**src/rtl/iob_axi_m_axis_m_read_int.sv**
```systemverilog
// AXI4 read master that streams fetched 32-bit words out on an AXI-Stream port.
// A request crossing a 4 KiB boundary is issued as two INCR bursts.
module iob_axi_m_axis_m_read_int #(
    parameter int unsigned AXI_ADDR_W = 24,
    parameter int unsigned AXI_DATA_W = 32,
    parameter int unsigned AXI_LEN_W  = 8,
    parameter int unsigned AXI_ID_W   = 1
) (
    input  logic                  clk_i,
    input  logic                  rst_i,
    // Transfer control
    input  logic [AXI_ADDR_W-1:0] r_addr_i,
    input  logic [AXI_LEN_W:0]    r_length_i,
    input  logic                  r_start_transfer_i,
    output logic                  r_busy_o,
    output logic                  r_error_o,
    // AXI-Stream master
    output logic [AXI_DATA_W-1:0] axis_out_data_o,
    output logic                  axis_out_valid_o,
    input  logic                  axis_out_ready_i,
    // AXI4 read address channel
    output logic [AXI_ADDR_W-1:0] axi_araddr_o,
    output logic                  axi_arvalid_o,
    input  logic                  axi_arready_i,
    output logic [AXI_ID_W-1:0]   axi_arid_o,
    output logic [AXI_LEN_W-1:0]  axi_arlen_o,
    output logic [2:0]            axi_arsize_o,
    output logic [1:0]            axi_arburst_o,
    output logic [1:0]            axi_arlock_o,
    output logic [3:0]            axi_arcache_o,
    output logic [3:0]            axi_arqos_o,
    // AXI4 read data channel
    input  logic [AXI_DATA_W-1:0] axi_rdata_i,
    input  logic [1:0]            axi_rresp_i,
    input  logic                  axi_rvalid_i,
    input  logic                  axi_rlast_i,
    input  logic [AXI_ID_W-1:0]   axi_rid_i,
    output logic                  axi_rready_o
);

    localparam int unsigned AW1 = AXI_ADDR_W + 1;
    localparam int unsigned LW1 = AXI_LEN_W + 1;

    typedef enum logic [1:0] {StIdle, StAddr, StData} state_e;

    state_e                state_q, state_d;
    logic [AXI_ADDR_W-1:0] araddr_q, araddr_d;
    logic [AXI_LEN_W-1:0]  arlen_q, arlen_d;
    logic [AXI_LEN_W-1:0]  cnt_q, cnt_d;
    logic [AXI_LEN_W:0]    remaining_q, remaining_d;
    logic                  arvalid_q, arvalid_d;
    logic                  out_valid_q, out_valid_d;
    logic [AXI_DATA_W-1:0] out_data_q, out_data_d;
    logic                  error_q, error_d;

    logic [AXI_ADDR_W:0]   last_addr;
    logic [12:0]           room;
    logic [AXI_LEN_W-1:0]  first_len;
    logic                  rready;
    logic                  beat;
    logic                  beat_is_last;
    logic                  unused_bits;

    // Last byte of the request; bit 12 tells whether it lands in the next 4 KiB page.
    assign last_addr = {1'b0, r_addr_i} + (AW1'(r_length_i) << 2) - AW1'(1);
    // Bytes left before the page boundary.
    assign room      = 13'h1000 - {1'b0, r_addr_i[11:0]};
    assign first_len = (r_addr_i[12] == last_addr[12]) ? AXI_LEN_W'(r_length_i - LW1'(1))
                                                       : AXI_LEN_W'((room >> 2) - 13'd1);

    // One-entry output register: accept a beat when it is empty or being drained.
    assign rready       = (state_q == StData) && (!out_valid_q || axis_out_ready_i);
    assign beat         = rready && axi_rvalid_i;
    assign beat_is_last = (cnt_q == arlen_q);

    assign unused_bits = ^{axi_rid_i, last_addr[AXI_ADDR_W:13], last_addr[11:0]};

    // Next-state and datapath update.
    always_comb begin
        state_d     = state_q;
        araddr_d    = araddr_q;
        arlen_d     = arlen_q;
        cnt_d       = cnt_q;
        remaining_d = remaining_q;
        arvalid_d   = arvalid_q;
        out_valid_d = out_valid_q;
        out_data_d  = out_data_q;
        error_d     = error_q;

        if (out_valid_q && axis_out_ready_i) begin
            out_valid_d = 1'b0;
        end
        if (beat) begin
            out_valid_d = 1'b1;
            out_data_d  = axi_rdata_i;
        end

        unique case (state_q)
            StIdle: begin
                if (r_start_transfer_i && (r_length_i != '0)) begin
                    araddr_d    = r_addr_i;
                    arlen_d     = first_len;
                    remaining_d = r_length_i - (LW1'(first_len) + LW1'(1));
                    cnt_d       = '0;
                    error_d     = 1'b0;
                    arvalid_d   = 1'b1;
                    state_d     = StAddr;
                end
            end
            StAddr: begin
                if (axi_arready_i) begin
                    arvalid_d = 1'b0;
                    state_d   = StData;
                end
            end
            StData: begin
                if (beat) begin
                    // Bad response or rlast disagreeing with our own count is sticky.
                    if ((axi_rresp_i != 2'b00) || (axi_rlast_i != beat_is_last)) begin
                        error_d = 1'b1;
                    end
                    if (beat_is_last) begin
                        if (remaining_q != '0) begin
                            araddr_d    = araddr_q +
                                          ((AXI_ADDR_W'(arlen_q) + AXI_ADDR_W'(1)) << 2);
                            arlen_d     = AXI_LEN_W'(remaining_q - LW1'(1));
                            remaining_d = '0;
                            cnt_d       = '0;
                            arvalid_d   = 1'b1;
                            state_d     = StAddr;
                        end else begin
                            state_d = StIdle;
                        end
                    end else begin
                        cnt_d = cnt_q + AXI_LEN_W'(1);
                    end
                end
            end
            default: state_d = StIdle;
        endcase
    end

    // State registers with synchronous reset.
    always_ff @(posedge clk_i) begin
        if (rst_i) begin
            state_q     <= StIdle;
            araddr_q    <= '0;
            arlen_q     <= '0;
            cnt_q       <= '0;
            remaining_q <= '0;
            arvalid_q   <= 1'b0;
            out_valid_q <= 1'b0;
            out_data_q  <= '0;
            error_q     <= 1'b0;
        end else begin
            state_q     <= state_d;
            araddr_q    <= araddr_d;
            arlen_q     <= arlen_d;
            cnt_q       <= cnt_d;
            remaining_q <= remaining_d;
            arvalid_q   <= arvalid_d;
            out_valid_q <= out_valid_d;
            out_data_q  <= out_data_d;
            error_q     <= error_d;
        end
    end

    // Busy covers the final buffered beat still waiting in the output register.
    assign r_busy_o         = (state_q != StIdle) || out_valid_q;
    assign r_error_o        = error_q;
    assign axis_out_data_o  = out_data_q;
    assign axis_out_valid_o = out_valid_q;
    assign axi_araddr_o     = araddr_q;
    assign axi_arvalid_o    = arvalid_q;
    assign axi_arlen_o      = arlen_q;
    assign axi_arid_o       = '0;
    assign axi_arsize_o     = 3'd2;
    assign axi_arburst_o    = 2'd1;
    assign axi_arlock_o     = 2'd0;
    assign axi_arcache_o    = 4'd2;
    assign axi_arqos_o      = 4'd0;
    assign axi_rready_o     = rready;

endmodule

```
**config.mk**
```make
export PLATFORM = sky130hd
export DESIGN_NAME = iob_axi_m_axis_m_read_int
export DESIGN_NICKNAME = d
export VERILOG_FILES = /design/src/rtl/iob_axi_m_axis_m_read_int.sv
export SDC_FILE = /design/constraint.sdc
export NUM_CORES = 1
export LEC_CHECK = 0
export BUFFER_PORTS_ARGS = -buffer_cell sky130_fd_sc_hd__buf_4
export CAP_MARGIN = 20
export CORE_ASPECT_RATIO = 1.5
export CORE_UTILIZATION = 55
export CTS_BUF_LIST = sky130_fd_sc_hd__clkbuf_8
export DETAILED_ROUTE_END_ITERATION = 10
export GPL_TIMING_DRIVEN = 0
export PLACE_DENSITY = 0.93
export SLEW_MARGIN = 30
export SYNTH_ARGS = -nofsm -noshare
export SYNTH_HDL_FRONTEND = slang
export SYNTH_SLANG_ARGS = --single-unit
```
**constraint.sdc**
```tcl
create_clock -name clk_i -period 6.5 [get_ports clk_i]
set_clock_uncertainty 0.15 [all_clocks]
set_input_delay 0.65 -clock clk_i [delete_from_list [all_inputs] [get_ports clk_i]]
set_output_delay 0.65 -clock clk_i [all_outputs]
set_load 0.01 [all_outputs]
```
==> flow_metrics.tcl <==
set metrics [dict create \
    synthFlopType "dfxtp_1" \
    drtIter0Drc 400 \
    finalCritPeriodShare_pct 91.3 \
    antenna_cells 0 \
    critPathSlowestCell "a2111oi_2" \
    clockBufferDepth 2 \
    async_flop_share_pct 0 \
    antenna_left 0 \
    area_growth_pct 25.4 \
    die-area_um2 11200 \
    arrival_ns 6.06 \
    fin_setup_tns_ns 0 \
    track_usage_pct 31.6 \
    slew-limit-headroom_pct 47.2 \
    die_h_um 129 \
    crit_type "primary input to flop" \
    clk_latency_ns 0.38 \
    required_ns 6.63 \
    rsz0062_at_grt "false" \
    clockRootBuffer "clkbuf_8" \
    endpoint_kind "flop" \
    synth.distinct_cells 67 \
    dp.cells 1076 \
    critPathTopFamily "adder cells" \
    crit_path_start_kind "primary input" \
    worstHoldStart "axis_out_data_o[26]$_SDFFE_PP0P_" \
    antenna_found_initial 0 \
    max_freq_mhz 169 \
    vias_per_cell 5.86 \
    dp_hpwl_um 13800 \
    clock-sinks 86 \
    wl_per_cell_um 16.4 \
    die_w_um 86.8 \
    final_cell_mix "160 x buf_4, 112 x nand2_1, 86 x dfxtp_1, 75 x a21oi_1, 61 x nor2_1" \
    routed_wl_um 18000 \
    initial_utilization_pct 56.3 \
    pwr_density_cell_nw_per_um2 236 \
    instances_no_fill 1093 \
    yosysWarningCount 0 \
    hold_viol 0 \
    cts_tree "built" \
    grt_pass1_wl_um 27900 \
    power_leakage_uw 0.00322 \
    mostFrequentLayoutCell "buf_4" \
    grt_pass1_vias 6117 \
    path_clk_slew_ns 0.10 \
    critPathLaunch "r_length_i[4]" \
    port_buffers 141 \
    crit_fanout 10 \
    status "finished, final reports clean" \
    ys_seq_area_share_pct 29.0 \
    yosys_register_bits 86 \
    core_um2 10500 \
    cts_buffers 9 \
    peakVddDrop_v 0.000103 \
    cap_violations 0 \
    htreeDepth 3 \
    drive_above_1_share_pct 21.4 \
    drt_first_pass_iters 7 \
    hp-class "flop to flop" \
    vias 6409 \
    final_util_pct 70.6 \
    fin_crit_ns 5.93 \
    drc 0 \
    worst_pin_slew_ns 0.781 \
    routabilityCongestion 0.944 \
    syn_avg_cell_area_um2 7.63 \
    synth_cells 777 \
    fin_nets 1057 \
    slew_viol_final 0 \
    setup_viol 0 \
    r2r-start "axi_arlen_o[0]$_SDFFE_PP0P_" \
    grt_max_degree 18 \
    fp-row-count 46 \
    synth_edf_count 0 \
    grt-ovfl-total 0 \
    syn_area_um2 5930 \
    max_stage_delay_ns 0.49 \
    io_pins 160 \
    crit_buf_inv 8 \
]
[through the flow]
step	total power, uW	setup WS (ns)	hold slack [ns]	instance area, um2
after detailed placement	1340	0.0124	0.297	7220
after floorplan	1100	0.961	0.295	5980
final	1760	0.567	0.310	7440
after global routing	1850	0.120	0.337	7440
after global placement	1310	0.101	0.292	7220
after CTS	1740	0.408	0.311	7430
[registers in the layout, summed over array words and instances (netlist names)]
register          count
state_q               2
remaining_q           9
axi_arvalid_o         1
r_error_o             1
axi_araddr_o         24
axi_arlen_o           8
axis_out_valid_o      1
cnt_q                 8
axis_out_data_o      32
[kinds of logic after synthesis]
logic type      count (synthesis)  synth area share [%]
compound gates                202                  22.6
xor+xnor                       52                  8.36
fa+ha+maj                      41                  8.80
buf+inv                       116                  8.76
flops                          86                  29.0
mux                             9                  1.58
other cells                     2                 0.127
simple gates                  269                  20.7
[cell usage after synthesis (all sizes together) (5+ instances only)]
| master | number | share of area (%) |
|---|---|---|
| a211oi | 22 | 3.2 |
| a21o | 5 | 0.63 |
| a21oi | 75 | 6.3 |
| a22oi | 6 | 0.76 |
| a311oi | 10 | 1.5 |
| and3 | 10 | 1.1 |
| buf | 27 | 3.1 |
| clkbuf | 33 | 2.1 |
| dfxtp | 86 | 29 |
| ha | 36 | 7.6 |
| inv | 56 | 3.5 |
| mux2i | 9 | 1.6 |
| nand2 | 112 | 7.1 |
| nand3 | 21 | 1.8 |
| nand4 | 8 | 0.84 |
| nor2 | 62 | 4.0 |
| nor3 | 16 | 1.4 |
| nor4 | 5 | 0.53 |
| o211ai | 13 | 1.6 |
| o21ai | 23 | 1.9 |
| o21bai | 7 | 0.95 |
| o31ai | 6 | 0.76 |
| or3 | 11 | 1.2 |
| xnor2 | 41 | 6.5 |
| xor2 | 10 | 1.5 |
[where the power goes]
| group | internal [uW] | total, uW | switching, uW |
|---|---|---|---|
| Clock | 186 | 410 | 224 |
| Combinational | 310 | 698 | 388 |
| Sequential | 583 | 648 | 65.1 |
| Total | 1080 | 1760 | 677 |
[final cells by class]
| type | count | area, um2 |
|---|---|---|
| plain buffers | 60 | 310 |
| clock buffers | 9 | 124 |
| clock inverters | 7 | 83.8 |
| fillers | 832 | 3100 |
| inverters | 56 | 210 |
| multi-input cells | 589 | 3740 |
| flip-flops and latches | 86 | 1720 |
| well taps | 144 | 180 |
| repair buffers | 142 | 1070 |
[per-layer routing]
layer / track usage, % / vias to the layer above / part of all wire (%)
li1: - / 3030 / -
met1: 32.0 / 2959 / 36
met2: 58.5 / 332 / 52
met3: 4.90 / 88 / 6.4
met4: 21.8 / 0 / 5.9
met5: 0 / - / 0
[repair_timing]
| item | CTS | global route |
|---|---|---|
| endpoints found under the setup margin | 0 | 1 |
| hold buffers | 0 | 0 |
| buffers inserted | 0 | 1 |
| resized for setup | 0 | 2 |
[worst min-delay path: cells and delay by family (launching register included)]
kind | cells | cell delay [ns]
compound gates | 1 | 0.05
flops | 1 | 0.32
simple gates | 1 | 0.05
[path summary, 6_finish.rpt]
kind,slack [ns],endpoint,depth (start not counted)
worst max register to register,2.66,axi_araddr_o[22]$_SDFFE_PP0P_,11
worst min-delay path,0.31,axis_out_data_o[26]$_SDFFE_PP0P_,2
worst min register to register,0.31,axis_out_data_o[26]$_SDFFE_PP0P_,2
worst max-delay path,0.57,remaining_q[6]$_SDFFE_PP0P_,26
(Power assumes the default switching activity.)
